**config.mk**
```make
export PLATFORM = sky130hd
export DESIGN_NAME = load_align_unit_flat
export DESIGN_NICKNAME = d
export VERILOG_FILES = /design/src/rtl/riscv_mem_pkg.sv /design/src/rtl/load_align_unit_if.sv /design/src/rtl/load_extract.sv /design/src/rtl/load_align_unit.sv /design/src/flat_wrapper.sv
export SDC_FILE = /design/constraint.sdc
export NUM_CORES = 1
export LEC_CHECK = 0
export CAP_MARGIN = 20
export CORE_UTILIZATION = 31
export DETAILED_ROUTE_END_ITERATION = 10
export SLEW_MARGIN = 20
export SYNTH_ARGS = -nofsm -noshare
export SYNTH_HDL_FRONTEND = slang
export SYNTH_SLANG_ARGS = --single-unit
```
**constraint.sdc**
```tcl
create_clock -name CLK -period 3.4 [get_ports CLK]
set_clock_uncertainty 0.1 [all_clocks]
set_input_delay 0.85 -clock CLK [delete_from_list [all_inputs] [get_ports CLK]]
set_output_delay 0.85 -clock CLK [all_outputs]
set_load 0.01 [all_outputs]
```
**src/rtl/riscv_mem_pkg.sv**
```systemverilog
// Shared definitions for the MEM-stage load path.
//   - funct3 load encodings (F3_LB .. F3_LWU)
//   - load_state_e : sequencer states of load_align_unit
//   - legal_load() : is a funct3 a legal load for a given XLEN
package riscv_mem_pkg;

  localparam logic [2:0] F3_LB  = 3'b000;
  localparam logic [2:0] F3_LH  = 3'b001;
  localparam logic [2:0] F3_LW  = 3'b010;
  localparam logic [2:0] F3_LD  = 3'b011;
  localparam logic [2:0] F3_LBU = 3'b100;
  localparam logic [2:0] F3_LHU = 3'b101;
  localparam logic [2:0] F3_LWU = 3'b110;

  typedef enum logic [2:0] {
    IDLE  = 3'd0,
    RD0   = 3'd1,
    RD1   = 3'd2,
    RESP  = 3'd3,
    FAULT = 3'd4
  } load_state_e;

  // LD and LWU only exist on RV64; 3'b111 is never a load.
  function automatic logic legal_load(input logic [2:0] f3, input int xlen);
    case (f3)
      F3_LB, F3_LH, F3_LW, F3_LBU, F3_LHU: legal_load = 1'b1;
      F3_LD, F3_LWU:                       legal_load = (xlen == 64);
      default:                             legal_load = 1'b0;
    endcase
  endfunction

endpackage

```
**src/rtl/load_align_unit_if.sv**
```systemverilog
// Data-memory read bus between load_align_unit (master) and memory (slave).
//   MEM_READ     : read request, held until the word is accepted
//   MEM_ADDR     : word-aligned byte address
//   MEM_RDATA    : read word
//   MEM_BUSYWAIT : memory stall
// Handshake: a word transfers in every cycle with MEM_READ=1 and
// MEM_BUSYWAIT=0; MEM_ADDR is stable while MEM_READ=1 and MEM_BUSYWAIT=1.
interface load_align_unit_if #(
  parameter int XLEN   = 32,
  parameter int ADDR_W = 32
) ();

  logic              MEM_READ;
  logic [ADDR_W-1:0] MEM_ADDR;
  logic [XLEN-1:0]   MEM_RDATA;
  logic              MEM_BUSYWAIT;

  modport master (
    output MEM_READ, MEM_ADDR,
    input  MEM_RDATA, MEM_BUSYWAIT
  );

  modport slave (
    input  MEM_READ, MEM_ADDR,
    output MEM_RDATA, MEM_BUSYWAIT
  );

endinterface

```
**src/rtl/load_extract.sv**
```systemverilog
// Combinational load formatter: shifts the two-word window {w1,w0} right by
// the byte offset, keeps 1/2/4/8 bytes per funct3[1:0] and sign- or
// zero-extends per funct3[2].
//   w0, w1 : low / high memory words (w1 = 0 for non-crossing loads)
//   off    : byte offset inside w0
//   funct3 : load type
//   data   : formatted XLEN result
module load_extract #(
  parameter int XLEN = 32
) (
  input  logic [XLEN-1:0]              w0,
  input  logic [XLEN-1:0]              w1,
  input  logic [$clog2(XLEN/8)-1:0]    off,
  input  logic [2:0]                   funct3,
  output logic [XLEN-1:0]              data
);

  localparam int PW = $clog2(2 * XLEN);

  logic [2*XLEN-1:0] pair;
  logic [6:0]        nbits;
  logic [PW-1:0]     msb;
  logic              fill;

  always_comb begin
    pair  = {w1, w0} >> {off, 3'b000};
    nbits = 7'd8 << funct3[1:0];
    msb   = PW'(nbits - 7'd1);
    fill  = ~funct3[2] & pair[msb];
    data  = '0;
    // Bits above the loaded field take the fill (sign or zero).
    for (int i = 0; i < XLEN; i++) begin
      data[i] = (i < int'(nbits)) ? pair[i] : fill;
    end
  end

endmodule

```
**src/rtl/load_align_unit.sv**
```systemverilog
// Load alignment unit: accepts a load (ADDR, FUNCT3), reads one or two
// memory words over mem_bus, formats the result and pulses DONE, or pulses
// LOAD_FAULT for illegal/unsupported-misaligned loads.
//   CLK, RESET      : clock, synchronous active-low reset
//   LOAD_EN         : request strobe (only looked at in IDLE)
//   ADDR, FUNCT3    : byte address and load type
//   DATA_OUT        : formatted result, holds between loads
//   DONE/LOAD_FAULT : one-cycle completion pulses
//   BUSY            : pipeline stall, accepted cycle .. DONE/FAULT cycle
//   mem_bus         : memory read master
//   state_dbg       : current sequencer state
module load_align_unit
  import riscv_mem_pkg::*;
#(
  parameter int XLEN           = 32,
  parameter int ADDR_W         = 32,
  parameter bit MISALIGN_SPLIT = 1'b1
) (
  input  logic                CLK,
  input  logic                RESET,
  input  logic                LOAD_EN,
  input  logic [ADDR_W-1:0]   ADDR,
  input  logic [2:0]          FUNCT3,
  output logic [XLEN-1:0]     DATA_OUT,
  output logic                DONE,
  output logic                LOAD_FAULT,
  output logic                BUSY,
  load_align_unit_if.master   mem_bus,
  output load_state_e         state_dbg
);

  localparam int NB   = XLEN / 8;
  localparam int OFFW = $clog2(NB);

  load_state_e       state_q, state_d;
  logic [ADDR_W-1:0] mem_addr_q, mem_addr_d;
  logic [OFFW-1:0]   off_q, off_d;
  logic [2:0]        f3_q, f3_d;
  logic              cross_q, cross_d;
  logic [XLEN-1:0]   w0_q, w0_d;
  logic [XLEN-1:0]   data_q, data_d;

  logic [OFFW-1:0]   req_off;
  logic [4:0]        req_span;
  logic              req_cross;
  logic              mem_ok;
  logic [XLEN-1:0]   ex_w0, ex_w1, ex_data;

  // Request decode: does OFF+SIZE run past the end of the word?
  always_comb begin
    req_off   = ADDR[OFFW-1:0];
    req_span  = 5'(req_off) + (5'd1 << FUNCT3[1:0]);
    req_cross = (req_span > 5'(NB));
    mem_ok    = ~mem_bus.MEM_BUSYWAIT;
  end

  // The formatter sees the word arriving this cycle so DATA_OUT can be
  // registered on the final capture edge and be valid during RESP.
  always_comb begin
    ex_w0 = (state_q == RD1) ? w0_q : mem_bus.MEM_RDATA;
    ex_w1 = (state_q == RD1) ? mem_bus.MEM_RDATA : '0;
  end

  load_extract #(.XLEN(XLEN)) u_extract (
    .w0     (ex_w0),
    .w1     (ex_w1),
    .off    (off_q),
    .funct3 (f3_q),
    .data   (ex_data)
  );

  // State register
  always_ff @(posedge CLK) begin
    if (!RESET) begin
      state_q    <= IDLE;
      mem_addr_q <= '0;
      off_q      <= '0;
      f3_q       <= '0;
      cross_q    <= 1'b0;
      w0_q       <= '0;
      data_q     <= '0;
    end else begin
      state_q    <= state_d;
      mem_addr_q <= mem_addr_d;
      off_q      <= off_d;
      f3_q       <= f3_d;
      cross_q    <= cross_d;
      w0_q       <= w0_d;
      data_q     <= data_d;
    end
  end

  // Next state
  always_comb begin
    state_d    = state_q;
    mem_addr_d = mem_addr_q;
    off_d      = off_q;
    f3_d       = f3_q;
    cross_d    = cross_q;
    w0_d       = w0_q;
    data_d     = data_q;
    case (state_q)
      IDLE: begin
        if (LOAD_EN) begin
          off_d   = req_off;
          f3_d    = FUNCT3;
          cross_d = req_cross;
          if (!legal_load(FUNCT3, XLEN) || (req_cross && !MISALIGN_SPLIT)) begin
            state_d = FAULT;
          end else begin
            state_d    = RD0;
            mem_addr_d = {ADDR[ADDR_W-1:OFFW], {OFFW{1'b0}}};
          end
        end
      end
      RD0: begin
        if (mem_ok) begin
          w0_d = mem_bus.MEM_RDATA;
          if (cross_q) begin
            state_d    = RD1;
            mem_addr_d = mem_addr_q + ADDR_W'(NB);  // wraps at 2^ADDR_W
          end else begin
            state_d = RESP;
            data_d  = ex_data;
          end
        end
      end
      RD1: begin
        if (mem_ok) begin
          state_d = RESP;
          data_d  = ex_data;
        end
      end
      RESP:    state_d = IDLE;
      FAULT:   state_d = IDLE;
      default: state_d = IDLE;
    endcase
  end

  // Outputs
  always_comb begin
    mem_bus.MEM_READ = (state_q == RD0) || (state_q == RD1);
    mem_bus.MEM_ADDR = mem_addr_q;
    DONE             = (state_q == RESP);
    LOAD_FAULT       = (state_q == FAULT);
    BUSY             = (state_q != IDLE) || LOAD_EN;
    DATA_OUT         = data_q;
    state_dbg        = state_q;
  end

endmodule

```
**src/flat_wrapper.sv**
```systemverilog
// flat-port wrapper written by rule: the top's interface ports become plain ports
module load_align_unit_flat import riscv_mem_pkg::*;
#(
  parameter int XLEN           = 32,
  parameter int ADDR_W         = 32,
  parameter bit MISALIGN_SPLIT = 1'b1
)
  (CLK, RESET, LOAD_EN, ADDR, FUNCT3, DATA_OUT, DONE, LOAD_FAULT, BUSY, state_dbg, mem_bus_MEM_READ, mem_bus_MEM_ADDR, mem_bus_MEM_RDATA, mem_bus_MEM_BUSYWAIT);
  load_align_unit_if #(.XLEN(XLEN), .ADDR_W(ADDR_W)) mem_bus_i ();
  input  logic CLK;
  input  logic RESET;
  input  logic LOAD_EN;
  input  logic [ADDR_W-1:0] ADDR;
  input  logic [2:0] FUNCT3;
  output logic [XLEN-1:0] DATA_OUT;
  output logic DONE;
  output logic LOAD_FAULT;
  output logic BUSY;
  output load_state_e state_dbg;
  output wire logic [$bits(mem_bus_i.MEM_READ)-1:0] mem_bus_MEM_READ;
  output wire logic [$bits(mem_bus_i.MEM_ADDR)-1:0] mem_bus_MEM_ADDR;
  input wire logic [$bits(mem_bus_i.MEM_RDATA)-1:0] mem_bus_MEM_RDATA;
  input wire logic [$bits(mem_bus_i.MEM_BUSYWAIT)-1:0] mem_bus_MEM_BUSYWAIT;
  assign mem_bus_MEM_READ = mem_bus_i.MEM_READ;
  assign mem_bus_MEM_ADDR = mem_bus_i.MEM_ADDR;
  assign mem_bus_i.MEM_RDATA = mem_bus_MEM_RDATA;
  assign mem_bus_i.MEM_BUSYWAIT = mem_bus_MEM_BUSYWAIT;
  load_align_unit #(.XLEN(XLEN), .ADDR_W(ADDR_W), .MISALIGN_SPLIT(MISALIGN_SPLIT)) u_core (.CLK(CLK), .RESET(RESET), .LOAD_EN(LOAD_EN), .ADDR(ADDR), .FUNCT3(FUNCT3), .DATA_OUT(DATA_OUT), .DONE(DONE), .LOAD_FAULT(LOAD_FAULT), .BUSY(BUSY), .mem_bus(mem_bus_i), .state_dbg(state_dbg));
endmodule
```
==> out/metrics.yaml, run 1 <==
worstPathArrival_ns: 2.15
drt-initial-drc-count: 361
cp-start-kind: "flip-flop"
slew_violations: 0
hpwl_mm: 13.40
final_nets: 977
tns_ns: 0
cp.required_ns: 2.45
ys_top_cells_by_count: "132 x nand2_1, 103 x dfxtp_1, 93 x a21oi_1"
drtPass1Iterations: 5
synth_area_um2: 6222
synth_seq_area_share: 0.3314
drc: 0
finalHoldViolCount: 0
hold_depth: 2
antenna_cells: 0
synth_edf_count: 0
power_leakage_nw: 3.146
grt.overflow.total: 0
vias: 6115
crit_type: "flip-flop to output pin"
grt_setup_unrepaired: "no"
hold_ws_ns: 0.3540
ys_ff_latch: 103
syn_to_final_growth_pct: 31.25
viasPerCell: 5.226
dieArea_um2: 20640
stdcell_area_um2: 8167
hold_buffers: 0
clk_latency_ns: 0.36
status: "finished clean"
syn_area_per_cell_um2: 7.797
n_fill_cell: 2037
cts_tree: "yes"
min_period_ns: 3.096
power_density_nw_per_um2: 526.7
peakVddDrop_mv: 0.2530
fmax_mhz: 323.0
synth.area.top_cells: "dfxtp_1 33%, mux2i_1 8.0%, nand2_1 8.0%"
endpoint_kind: "output pin"
yosysMostFrequentCell: "nand2_1"
cts-buffers-inserted: 9
grt_pass1_wl_mm: 30.42
fp-row-count: 51
reg2reg_depth: 6
cts_num_sinks: 103
drive_above_1_share: 0.08287
yosys_warnings: 0
slew_headroom: 0.3038
root_buffer: "clkbuf_16"
cts_buffer_depth: 2
core_um2: 19590
grt_pass1_vias: 5845
ys.flop_type: "dfxtp_1"
die_w_um: 143.7
synth_top_area_frac: 0.3314
synthCells: 798
grt_max_degree: 58
wirelength_mm: 19.02
multi_input_area_um2: 3837
wl_per_cell_um: 16.26
period_share: 0.9105
io-pin-count: 142
io_buffers: 139
tightest_slew_ns: 1.044
finalSetupViolCount: 0
antenna_violating_nets_post_route: 0
placed_area_um2: 7828
async_flop_share: 0
yosysTopAreaCell: "dfxtp_1"
start_util: 0.3176
clk_pin_slew_ns: 0.07
cap_violations: 0
cts.repair.resized: 0
grt_usage: 0.1898
antenna_found_initial: 0
worstHoldPathType: "flip-flop to flip-flop"
gp_congestion: 0.8397
h-tree-depth: 3
yosysUniqueCellTypes: 65
cp_max_fo: 13
seq_area_um2: 2063
die_h_um: 143.7
post-cts-setup-buffers: 0
## stage by stage
step,power [W],utilization,worst slack [ns],cells
2_1_floorplan,0.002502,-,0.6524,799
3_3_place_gp,0.003130,0.3996,0.07205,1154
3_5_place_dp,0.003137,0.3996,0.04488,1154
4_1_cts,0.004334,0.4169,0.2947,1170
5_1_grt,0.004562,0.4169,0.2365,1170
6_report,0.004302,0.4169,0.3042,1170
## sequential cells by signal, summed over array words and instances (netlist names)
name,count
u_core.off_q,2
u_core.cross_q,1
u_core.state_dbg,3
u_core.mem_bus.MEM_ADDR,30
u_core.w0_q,32
u_core.DATA_OUT,32
u_core.f3_q,3
## logic make-up after synthesis
kind of cell / share of synthesized area
AO/OA/AOI/OAI: 0.2393
adder cells (fa/ha/maj): 0.01327
buffers and inverters: 0.05389
flip-flops: 0.3314
multiplexers: 0.1317
other: 0.0006027
AND/OR/NAND/NOR: 0.2298
## cell usage in the layout (no fill, tap or decap), types with 3 or more instances in the layout
cell type	n
clkdlybuf4s50_1	139
nand2_1	132
dfxtp_1	102
a21oi_1	93
nor2_1	57
o21ai_0	51
mux2i_1	50
nand3_1	30
buf_4	18
nand2b_1	17
a22o_1	17
a211o_1	16
a31oi_1	15
nor3_1	12
inv_1	12
mux2_2	10
clkbuf_16	9
mux4_2	8
or3_1	7
nor4_1	7
a211oi_1	6
and3_1	6
o221a_2	6
and2_1	5
ha_1	5
nor3b_1	4
o211ai_1	4
nand4_1	4
o22ai_1	4
o31a_1	3
## path summary, 6_finish.rpt
| check | startpoint | to | slack [ns] |
|---|---|---|---|
| max | u_core.state_dbg[1]$_SDFFE_PN0P_ | mem_bus_MEM_READ | 0.30 |
| min reg2reg | u_core.w0_q[16]$_SDFFE_PN0P_ | u_core.w0_q[16]$_SDFFE_PN0P_ | 0.35 |
| min | u_core.w0_q[16]$_SDFFE_PN0P_ | u_core.w0_q[16]$_SDFFE_PN0P_ | 0.35 |
| max reg2reg | u_core.state_dbg[2]$_SDFFE_PN0P_ | u_core.DATA_OUT[4]$_SDFFE_PN0P_ | 0.56 |
## worst max-delay path: stages, from the launching register on
cell and delay, ns:
dfxtp_1 0.32, buf_4 0.19, or3b_2 0.56, nand2_1 0.16
clkdlybuf4s50_1 0.55
## routing by layer
| metal | GRT usage | vias up | part of all wire |
|---|---|---|---|
| met1 | 0.2527 | 2797 | 0.46 |
| met5 | 0 | - | 0 |
| met2 | 0.3056 | 215 | 0.45 |
| met3 | 0.03532 | 27 | 0.066 |
| met4 | 0.06607 | 0 | 0.022 |
| li1 | - | 3076 | - |
## final cells by class
cell class | count | share of cell area
Multi-Input combinational cell | 615 | 0.4699
Sequential cell | 103 | 0.2526
Timing Repair Buffer | 158 | 0.1894
Tap cell | 265 | 0.04060
Clock buffer | 11 | 0.03095
Clock inverter | 5 | 0.01057
Inverter | 13 | 0.005975
## power by group
part / total (W) / internal, W / switching (W)
registers: 0.00154 / 0.00137 / 0.000169
logic: 0.00157 / 0.000734 / 0.000838
clock network: 0.00119 / 0.000693 / 0.000495
Power figures use the tool's default switching activity.
==> inputs of run 2 (changes only) <==
--- a/config.mk
+++ b/config.mk
@@ -8,6 +8,7 @@
 export CAP_MARGIN = 20
 export CORE_UTILIZATION = 31
 export DETAILED_ROUTE_END_ITERATION = 10
+export GPL_ROUTABILITY_DRIVEN = 1
 export SLEW_MARGIN = 20
 export SYNTH_ARGS = -nofsm -noshare
 export SYNTH_HDL_FRONTEND = slang
==> results of run 2 <==
No change in the layout: final DEF, timing and power equal those of run 1.
